`src/rtl/seg7_pkg.sv`:
```
// seg7_pkg: shared definitions for the multiplexed 7-segment scan driver.
//   - Active-low glyph constants SEG_0..SEG_F and SEG_BLANK, bit order {g,f,e,d,c,b,a}.
//   - Scan FSM state enum (BLANK / SHOW).
// No ports (package).
package seg7_pkg;

  localparam logic [6:0] SEG_0     = 7'h40;
  localparam logic [6:0] SEG_1     = 7'h79;
  localparam logic [6:0] SEG_2     = 7'h24;
  localparam logic [6:0] SEG_3     = 7'h30;
  localparam logic [6:0] SEG_4     = 7'h19;
  localparam logic [6:0] SEG_5     = 7'h12;
  localparam logic [6:0] SEG_6     = 7'h02;
  localparam logic [6:0] SEG_7     = 7'h78;
  localparam logic [6:0] SEG_8     = 7'h00;
  localparam logic [6:0] SEG_9     = 7'h10;
  localparam logic [6:0] SEG_A     = 7'h08;
  localparam logic [6:0] SEG_B     = 7'h03;
  localparam logic [6:0] SEG_C     = 7'h46;
  localparam logic [6:0] SEG_D     = 7'h21;
  localparam logic [6:0] SEG_E     = 7'h06;
  localparam logic [6:0] SEG_F     = 7'h0E;
  localparam logic [6:0] SEG_BLANK = 7'h7F;

  typedef enum logic {
    BLANK = 1'b0,
    SHOW  = 1'b1
  } state_e;

endpackage

```
`src/rtl/seg7_scan_driver_if.sv`:
```
// seg7_scan_driver_if: bundles the digit-load inputs and the display outputs.
//   load     1             strobe; capture digits/dp_in
//   digits   4*NUM_DIGITS  digit codes, digit 0 in bits [3:0]
//   dp_in    NUM_DIGITS    decimal point per digit, 1 = lit
//   an_out   NUM_DIGITS    anode enables, active-low
//   seg_out  7             segments {g,f,e,d,c,b,a}, active-low
//   dp_out   1             decimal point, active-low
// Modports: master = digit source / display consumer, slave = the driver.
interface seg7_scan_driver_if #(
  parameter int NUM_DIGITS = 4
) ();

  logic                    load;
  logic [4*NUM_DIGITS-1:0] digits;
  logic [NUM_DIGITS-1:0]   dp_in;
  logic [NUM_DIGITS-1:0]   an_out;
  logic [6:0]              seg_out;
  logic                    dp_out;

  modport master (
    output load, digits, dp_in,
    input  an_out, seg_out, dp_out
  );

  modport slave (
    input  load, digits, dp_in,
    output an_out, seg_out, dp_out
  );

endinterface

```
`src/rtl/bcd_to_seg7.sv`:
```
// bcd_to_seg7: combinational 4-bit code to active-low 7-segment glyph (full hex).
//   code   in   4   digit code 0..15
//   glyph  out  7   {g,f,e,d,c,b,a}, active-low
module bcd_to_seg7
  import seg7_pkg::*;
(
  input  logic [3:0] code,
  output logic [6:0] glyph
);

  // Glyph lookup; 10..15 render as A,b,C,d,E,F.
  always_comb begin
    glyph = SEG_BLANK;
    case (code)
      4'h0:    glyph = SEG_0;
      4'h1:    glyph = SEG_1;
      4'h2:    glyph = SEG_2;
      4'h3:    glyph = SEG_3;
      4'h4:    glyph = SEG_4;
      4'h5:    glyph = SEG_5;
      4'h6:    glyph = SEG_6;
      4'h7:    glyph = SEG_7;
      4'h8:    glyph = SEG_8;
      4'h9:    glyph = SEG_9;
      4'hA:    glyph = SEG_A;
      4'hB:    glyph = SEG_B;
      4'hC:    glyph = SEG_C;
      4'hD:    glyph = SEG_D;
      4'hE:    glyph = SEG_E;
      4'hF:    glyph = SEG_F;
      default: glyph = SEG_BLANK;
    endcase
  end

endmodule

```
`src/rtl/seg7_scan_driver.sv`:
```
// seg7_scan_driver: multiplexed 7-segment display driver.
//   Latches NUM_DIGITS digit codes on load, scans them onto one shared active-low
//   segment bus with per-digit active-low anodes, and blanks all anodes for
//   BLANK_CYCLES at the start of every slot to suppress ghosting.
// Ports:
//   CLK    in  1   system clock, posedge
//   RESET  in  1   synchronous, active-high; wins over load
//   bus    seg7_scan_driver_if.slave (load/digits/dp_in in, an_out/seg_out/dp_out out)
// Parameters: NUM_DIGITS, REFRESH_DIV (clocks per slot, >= BLANK_CYCLES+2),
//   BLANK_CYCLES (>= 1), PRESC_WIDTH (must hold REFRESH_DIV-1).
// Configuration macro: SEG7_LEADING_ZERO_BLANK_EN -- when defined, a digit above
//   index 0 shows no segments if it and every higher digit are zero (anode and
//   decimal point still driven normally).
module seg7_scan_driver
  import seg7_pkg::*;
#(
  parameter int NUM_DIGITS   = 4,
  parameter int REFRESH_DIV  = 50000,
  parameter int BLANK_CYCLES = 16,
  parameter int PRESC_WIDTH  = 16
) (
  input logic                CLK,
  input logic                RESET,
  seg7_scan_driver_if.slave  bus
);

  localparam int IDX_W   = (NUM_DIGITS > 1)   ? $clog2(NUM_DIGITS)   : 1;
  localparam int BLANK_W = (BLANK_CYCLES > 1) ? $clog2(BLANK_CYCLES) : 1;

  logic [PRESC_WIDTH-1:0]      presc_r;
  logic [IDX_W-1:0]            idx_r;
  logic [BLANK_W-1:0]          blank_cnt_r;
  state_e                      state_r;
  state_e                      state_nxt_s;
  logic [NUM_DIGITS-1:0][3:0]  shadow_r;
  logic [NUM_DIGITS-1:0]       dp_shadow_r;
  logic                        wrap_s;
  logic                        blank_done_s;
  logic [6:0]                  glyph_s;
  logic [NUM_DIGITS-1:0]       lz_blank_s;
  logic [NUM_DIGITS-1:0]       an_nxt_s;
  logic [6:0]                  seg_nxt_s;
  logic                        dp_nxt_s;
  logic [NUM_DIGITS-1:0]       an_r;
  logic [6:0]                  seg_r;
  logic                        dp_r;

  assign wrap_s       = (presc_r == PRESC_WIDTH'(REFRESH_DIV - 1));
  assign blank_done_s = (blank_cnt_r == BLANK_W'(BLANK_CYCLES - 1));

  // Scan FSM state register.
  always_ff @(posedge CLK) begin
    if (RESET) begin
      state_r <= BLANK;
    end else begin
      state_r <= state_nxt_s;
    end
  end

  // Scan FSM next state: a prescaler wrap always restarts the slot in BLANK.
  always_comb begin
    state_nxt_s = state_r;
    if (wrap_s) begin
      state_nxt_s = BLANK;
    end else begin
      case (state_r)
        BLANK:   state_nxt_s = blank_done_s ? SHOW : BLANK;
        SHOW:    state_nxt_s = SHOW;
        default: state_nxt_s = BLANK;
      endcase
    end
  end

  // Prescaler, digit index, blank counter and shadow registers.
  always_ff @(posedge CLK) begin
    if (RESET) begin
      presc_r     <= {PRESC_WIDTH{1'b0}};
      idx_r       <= {IDX_W{1'b0}};
      blank_cnt_r <= {BLANK_W{1'b0}};
      shadow_r    <= {(4*NUM_DIGITS){1'b0}};
      dp_shadow_r <= {NUM_DIGITS{1'b0}};
    end else begin
      if (wrap_s) begin
        presc_r     <= {PRESC_WIDTH{1'b0}};
        blank_cnt_r <= {BLANK_W{1'b0}};
        if (idx_r == IDX_W'(NUM_DIGITS - 1)) begin
          idx_r <= {IDX_W{1'b0}};
        end else begin
          idx_r <= idx_r + IDX_W'(1);
        end
      end else begin
        presc_r <= presc_r + PRESC_WIDTH'(1);
        if (state_r == BLANK) begin
          blank_cnt_r <= blank_cnt_r + BLANK_W'(1);
        end
      end
      // Shadow copy decouples the display from the producer: a digit is
      // re-read from shadow every cycle, so an update lands whole, never torn.
      if (bus.load) begin
        shadow_r    <= bus.digits;
        dp_shadow_r <= bus.dp_in;
      end
    end
  end

  bcd_to_seg7 u_dec (
    .code  (shadow_r[idx_r]),
    .glyph (glyph_s)
  );

`ifdef SEG7_LEADING_ZERO_BLANK_EN
  // Mark digits above index 0 that are zero along with every higher digit.
  always_comb begin
    logic zero_above_s;
    lz_blank_s   = {NUM_DIGITS{1'b0}};
    zero_above_s = 1'b1;
    for (int i = NUM_DIGITS - 1; i >= 1; i--) begin
      zero_above_s  = zero_above_s & (shadow_r[i] == 4'h0);
      lz_blank_s[i] = zero_above_s;
    end
  end
`else
  assign lz_blank_s = {NUM_DIGITS{1'b0}};
`endif

  // Scan FSM outputs: next values for the registered display pins.
  always_comb begin
    an_nxt_s  = {NUM_DIGITS{1'b1}};
    seg_nxt_s = SEG_BLANK;
    dp_nxt_s  = 1'b1;
    if (state_r == SHOW) begin
      for (int i = 0; i < NUM_DIGITS; i++) begin
        an_nxt_s[i] = (idx_r != IDX_W'(i));
      end
      if (lz_blank_s[idx_r]) begin
        seg_nxt_s = SEG_BLANK;
      end else begin
        seg_nxt_s = glyph_s;
      end
      dp_nxt_s = ~dp_shadow_r[idx_r];
    end else begin
      an_nxt_s  = {NUM_DIGITS{1'b1}};
      seg_nxt_s = SEG_BLANK;
      dp_nxt_s  = 1'b1;
    end
  end

  // Output registers keep the pins glitch-free.
  always_ff @(posedge CLK) begin
    if (RESET) begin
      an_r  <= {NUM_DIGITS{1'b1}};
      seg_r <= SEG_BLANK;
      dp_r  <= 1'b1;
    end else begin
      an_r  <= an_nxt_s;
      seg_r <= seg_nxt_s;
      dp_r  <= dp_nxt_s;
    end
  end

  assign bus.an_out  = an_r;
  assign bus.seg_out = seg_r;
  assign bus.dp_out  = dp_r;

endmodule
```
`src/flat_wrapper.sv`:
```
// flat-port wrapper written by rule: the top's interface ports become plain ports
module seg7_scan_driver_flat import seg7_pkg::*;
#(
  parameter int NUM_DIGITS   = 4,
  parameter int REFRESH_DIV  = 50000,
  parameter int BLANK_CYCLES = 16,
  parameter int PRESC_WIDTH  = 16
)
  (CLK, RESET, bus_load, bus_digits, bus_dp_in, bus_an_out, bus_seg_out, bus_dp_out);
  seg7_scan_driver_if #(.NUM_DIGITS(NUM_DIGITS)) bus_i ();
  input logic CLK;
  input logic RESET;
  input wire logic [$bits(bus_i.load)-1:0] bus_load;
  input wire logic [$bits(bus_i.digits)-1:0] bus_digits;
  input wire logic [$bits(bus_i.dp_in)-1:0] bus_dp_in;
  output wire logic [$bits(bus_i.an_out)-1:0] bus_an_out;
  output wire logic [$bits(bus_i.seg_out)-1:0] bus_seg_out;
  output wire logic [$bits(bus_i.dp_out)-1:0] bus_dp_out;
  assign bus_i.load = bus_load;
  assign bus_i.digits = bus_digits;
  assign bus_i.dp_in = bus_dp_in;
  assign bus_an_out = bus_i.an_out;
  assign bus_seg_out = bus_i.seg_out;
  assign bus_dp_out = bus_i.dp_out;
  seg7_scan_driver #(.NUM_DIGITS(NUM_DIGITS), .REFRESH_DIV(REFRESH_DIV), .BLANK_CYCLES(BLANK_CYCLES), .PRESC_WIDTH(PRESC_WIDTH)) u_core (.CLK(CLK), .RESET(RESET), .bus(bus_i));
endmodule
```
`config.mk`:
```
export PLATFORM = sky130hd
export DESIGN_NAME = seg7_scan_driver_flat
export DESIGN_NICKNAME = d
export VERILOG_FILES = /design/src/rtl/seg7_pkg.sv /design/src/rtl/seg7_scan_driver_if.sv /design/src/rtl/bcd_to_seg7.sv /design/src/rtl/seg7_scan_driver.sv /design/src/flat_wrapper.sv
export SDC_FILE = /design/constraint.sdc
export NUM_CORES = 1
export LEC_CHECK = 0
export ABC_CLOCK_PERIOD_IN_PS = 2400
export CAP_MARGIN = 20
export CORE_ASPECT_RATIO = 1.75
export CORE_MARGIN = 2
export CORE_UTILIZATION = 50
export CTS_BUF_LIST = sky130_fd_sc_hd__clkbuf_4
export DETAILED_ROUTE_END_ITERATION = 10
export GPL_TIMING_DRIVEN = 0
export PLACE_DENSITY = 0.77
export SLEW_MARGIN = 20
export SYNTH_ARGS = -nofsm -noshare
export SYNTH_HDL_FRONTEND = slang
export SYNTH_HIERARCHICAL = 1
export SYNTH_SLANG_ARGS = --single-unit
```
`constraint.sdc`:
```
create_clock -name CLK -period 2.4 [get_ports CLK]
set_input_delay 0.48 -clock CLK [delete_from_list [all_inputs] [get_ports CLK]]
set_output_delay 0.48 -clock CLK [all_outputs]
set_load 0.01 [all_outputs]
```
==> impl_metrics.yaml <==
worst_setup_path:
  r2r_slack_ns: 0.14
  cp.arrival_ns: 2.60
  reg2reg_from: "u_core/idx_r[0]$_SDFFE_PP0N_"
  cp.required_ns: 2.74
  path_cells: "buf_6 > mux4_2 > inv_4 > ha_1 > and2b_2 > or3b_1 > o21ai_0 > nand2b_1"
  cp-end-kind: "register"
  slowest_delay_ns: 0.59
  path_class: "register to register"
  cp-start-kind: "register"
  r2r_cells: 8
  rr_endpoint: "u_core/bus.seg_out[0]$_SDFF_PP1_"
  setup.worst_path.start: "u_core/idx_r[0]$_SDFFE_PP0N_"
  critPathMaxFanout: 8
  slowest_stage: "mux4_2"
sta:
  timing.final.crit_period_ns: 2.258
  grt_setup_unrepaired: "no"
  fmax_ghz: 0.4429
  min_period_over_period_pct: 94.07
  slew_viol_final: 0
  hold_viol_final: 0
  setup_tns_ns: 0
  relSlewSlack_pct: 69.36
  worst_pin_slew_ns: 0.4596
  finalClockSkew_ns: 0.01509
  setup_viol: 0
power_and_ir_drop:
  comb_power_share_pct: 10.8
  net-switching-power_uw: 372.2
  switching_share_pct: 24.58
  peakVddDrop_v: 0.0004344
  pwr-share-seq_pct: 63.3
  p_leak_nw: 1.158
  total_power_mw: 1.514
  intPower_mw: 1.142
  clkPwrFrac_pct: 25.9
  powerDensity_mw_per_mm2: 522.6
synthesis:
  synth_area_leaders: "dfxtp_1 (45%), mux2i_1 (11%), nor2_1 (7.4%)"
  syn_area_sq_mm: 0.002441
  yosysSeqAreaShare_pct: 45.11
  synth_cell_types: 35
  synthCells: 242
  yosys.area.top_type: "dfxtp_1"
  avgSynthCellArea_sq_um: 10.09
  synth-warning-count: 6
  synth_top_area_share_pct: 45.11
  synth_nets: 278
  yosys_register_bits: 55
die:
  die_area_sq_mm: 0.005479
  initial_core_util_pct: 51.86
  die_h_um: 96.43
  dieWidth_um: 56.82
  io_pins: 35
  rows: 33
  core_sq_mm: 0.004707
worst_hold_path:
  hold_path.startpoint: "RESET"
  min_path_type: "input port to register"
  whs_endpoint: "u_core/dp_shadow_r[1]$_SDFFE_PP0P_"
  hold_path_depth: 2
clocking:
  cts.path.max_buffers: 2
  cts.sinks: 55
  h-tree-depth: 2
  clk_latency_ns: 0.38
  cts_tree: "done"
  numCtsBuffers: 5
  clk_pin_slew_ns: 0.15
  cts_root_buf: "clkbuf_4"
route:
  antenna_left: 0
  drc: 0
  drtIter0Drc: 19
  vias: 1744
  drtPass1Iterations: 4
  wl_per_cell_um: 13.03
  wl_um: 4366
  viasPerCell: 5.206
outcome:
  run_status: "complete, no violations"
grt:
  first_global_vias: 1750
  antenna_found_initial: 0
  overflow: 0
  grt_pass1_wl_um: 7576
  grt_max_degree: 17
  track_usage_pct: 17.78
finish:
  layout_common_cells: "dfxtp_1 (54), nor2_1 (48), clkdlybuf4s50_1 (32)"
  final_nets: 318
  n_fill_cell: 404
  antenna_cells: 0
  final_area_sq_mm: 0.002898
  mostFrequentLayoutCell: "dfxtp_1"
  layout-drive-gt1-share_pct: 9.541
  areaGrowthSynthToFinish_pct: 18.71
placed_design:
  hpwl_um: 3295
  gp_congestion: 0.8543
  dpl_cell_area_sq_mm: 0.002826
  io_buffer_count: 32
flow_run:
  max_cap_violations: 0
## power by group through the flow
| stage | Clock [mW] | Sequential, mW | Combinational (mW) |
|---|---|---|---|
| 4_1_cts | 0.407 | 0.959 | 0.163 |
| 5_1_grt | 0.434 | 0.963 | 0.183 |
| 6_report | 0.392 | 0.959 | 0.163 |
| 2_1_floorplan | 0 | 0.974 | 0.107 |
| 3_5_place_dp | 0 | 0.979 | 0.162 |
| 3_3_place_gp | 0 | 0.977 | 0.158 |
## layer usage
layer	global-route usage [%]	wire, um	part of all wire (%)
met5	0	0	0
met4	8.915	119	2.7
met3	3.462	145	3.3
met2	34.69	2377	54
met1	17.47	1723	39
## layout make-up
class	instances	area [sq um]	area share, %
clock inverters	3	15.01	0.5181
clock buffers	5	37.54	1.295
flip-flops and latches	55	1102	38.04
well taps	52	65.06	2.245
plain buffers	12	67.56	2.332
inverters	8	32.53	1.123
repair buffers	33	327.8	11.31
multi-input cells	167	1250	43.13
## flip-flops by register name, indices dropped and copies added, names as in the netlist
name,flops
u_core/bus.dp_out,1
u_core/state_r,1
u_core/presc_r,16
u_core/idx_r,2
u_core/dp_shadow_r,4
u_core/shadow_r,16
u_core/blank_cnt_r,4
u_core/bus.an_out,4
u_core/bus.seg_out,7
## worst max-delay path by stage
stage                                                  end  slack (ns)  cells after the start
after floorplan           u_core/bus.seg_out[0]$_SDFF_PP1_        0.19                      8
after global placement    u_core/bus.seg_out[0]$_SDFF_PP1_       -0.02                      8
after detailed placement  u_core/bus.seg_out[0]$_SDFF_PP1_       -0.06                      8
after CTS                 u_core/bus.seg_out[0]$_SDFF_PP1_        0.04                      8
after global routing      u_core/bus.seg_out[0]$_SDFF_PP1_       0.004                      8
final                     u_core/bus.seg_out[0]$_SDFF_PP1_        0.14                      8
## worst max-delay path: cells and delay by family (launching register included)
kind / cells / cell delay (ns)
adder cells (fa/ha/maj): 1 / 0.18
buffers and inverters: 2 / 0.26
multiplexers: 1 / 0.59
AO/OA/AOI/OAI: 1 / 0.09
flip-flops: 1 / 0.38
AND/OR/NAND/NOR: 3 / 0.71
## through the flow
stage	cells	hold slack [ns]	util, %	setup slack, ns
global placement	326	0.4410	60.05	-0.01720
CTS	334	0.4197	61.22	0.04174
floorplan	242	0.4295	-	0.1862
finish	335	0.4142	61.56	0.1422
detailed placement	326	0.4510	60.05	-0.06162
global route	335	0.4605	61.56	0.004364
## logic make-up (layout without fill, tap and decap cells)
| kind of cell | after synthesis | count (layout) | synth area share [%] |
|---|---|---|---|
| multiplexers | 33 | 33 | 16.81 |
| buffers and inverters | 20 | 61 | 3.691 |
| flip-flops | 55 | 55 | 45.11 |
| AO/OA/AOI/OAI | 9 | 9 | 2.409 |
| AND/OR/NAND/NOR | 96 | 96 | 19.58 |
| XOR/XNOR | 16 | 16 | 5.740 |
| adder cells (fa/ha/maj) | 13 | 13 | 6.663 |
## timing repair
item | 4_1_cts | 5_1_grt
hold buffers | 0 | 0
endpoints found under the hold margin | 0 | 0
endpoints found under the setup margin | 1 | 2
resized for setup | 2 | 5
pin swaps | 0 | 0
setup buffers | 0 | 1
cloned | 0 | 0
## synthesized netlist by cell type
library cell	count
a21oi_1	3
a22o_1	2
a31oi_1	1
a32o_1	1
and2_1	1
and2b_2	1
and3_1	2
and4bb_1	1
and4bb_2	1
buf_2	6
buf_6	1
clkbuf_1	5
dfxtp_1	55
ha_1	13
inv_1	8
mux2_2	1
mux2i_1	26
mux4_1	1
mux4_2	5
nand2_1	11
nand2b_1	8
nand3_1	6
nand4_1	4
nand4_2	1
nand4b_1	1
nor2_1	48
nor2b_1	2
nor3_1	2
nor4_1	4
nor4b_2	1
o21ai_0	2
or3_1	1
or3b_1	1
xnor2_1	10
xor2_1	6
No activity file was read; power rests on OpenSTA's default activity.
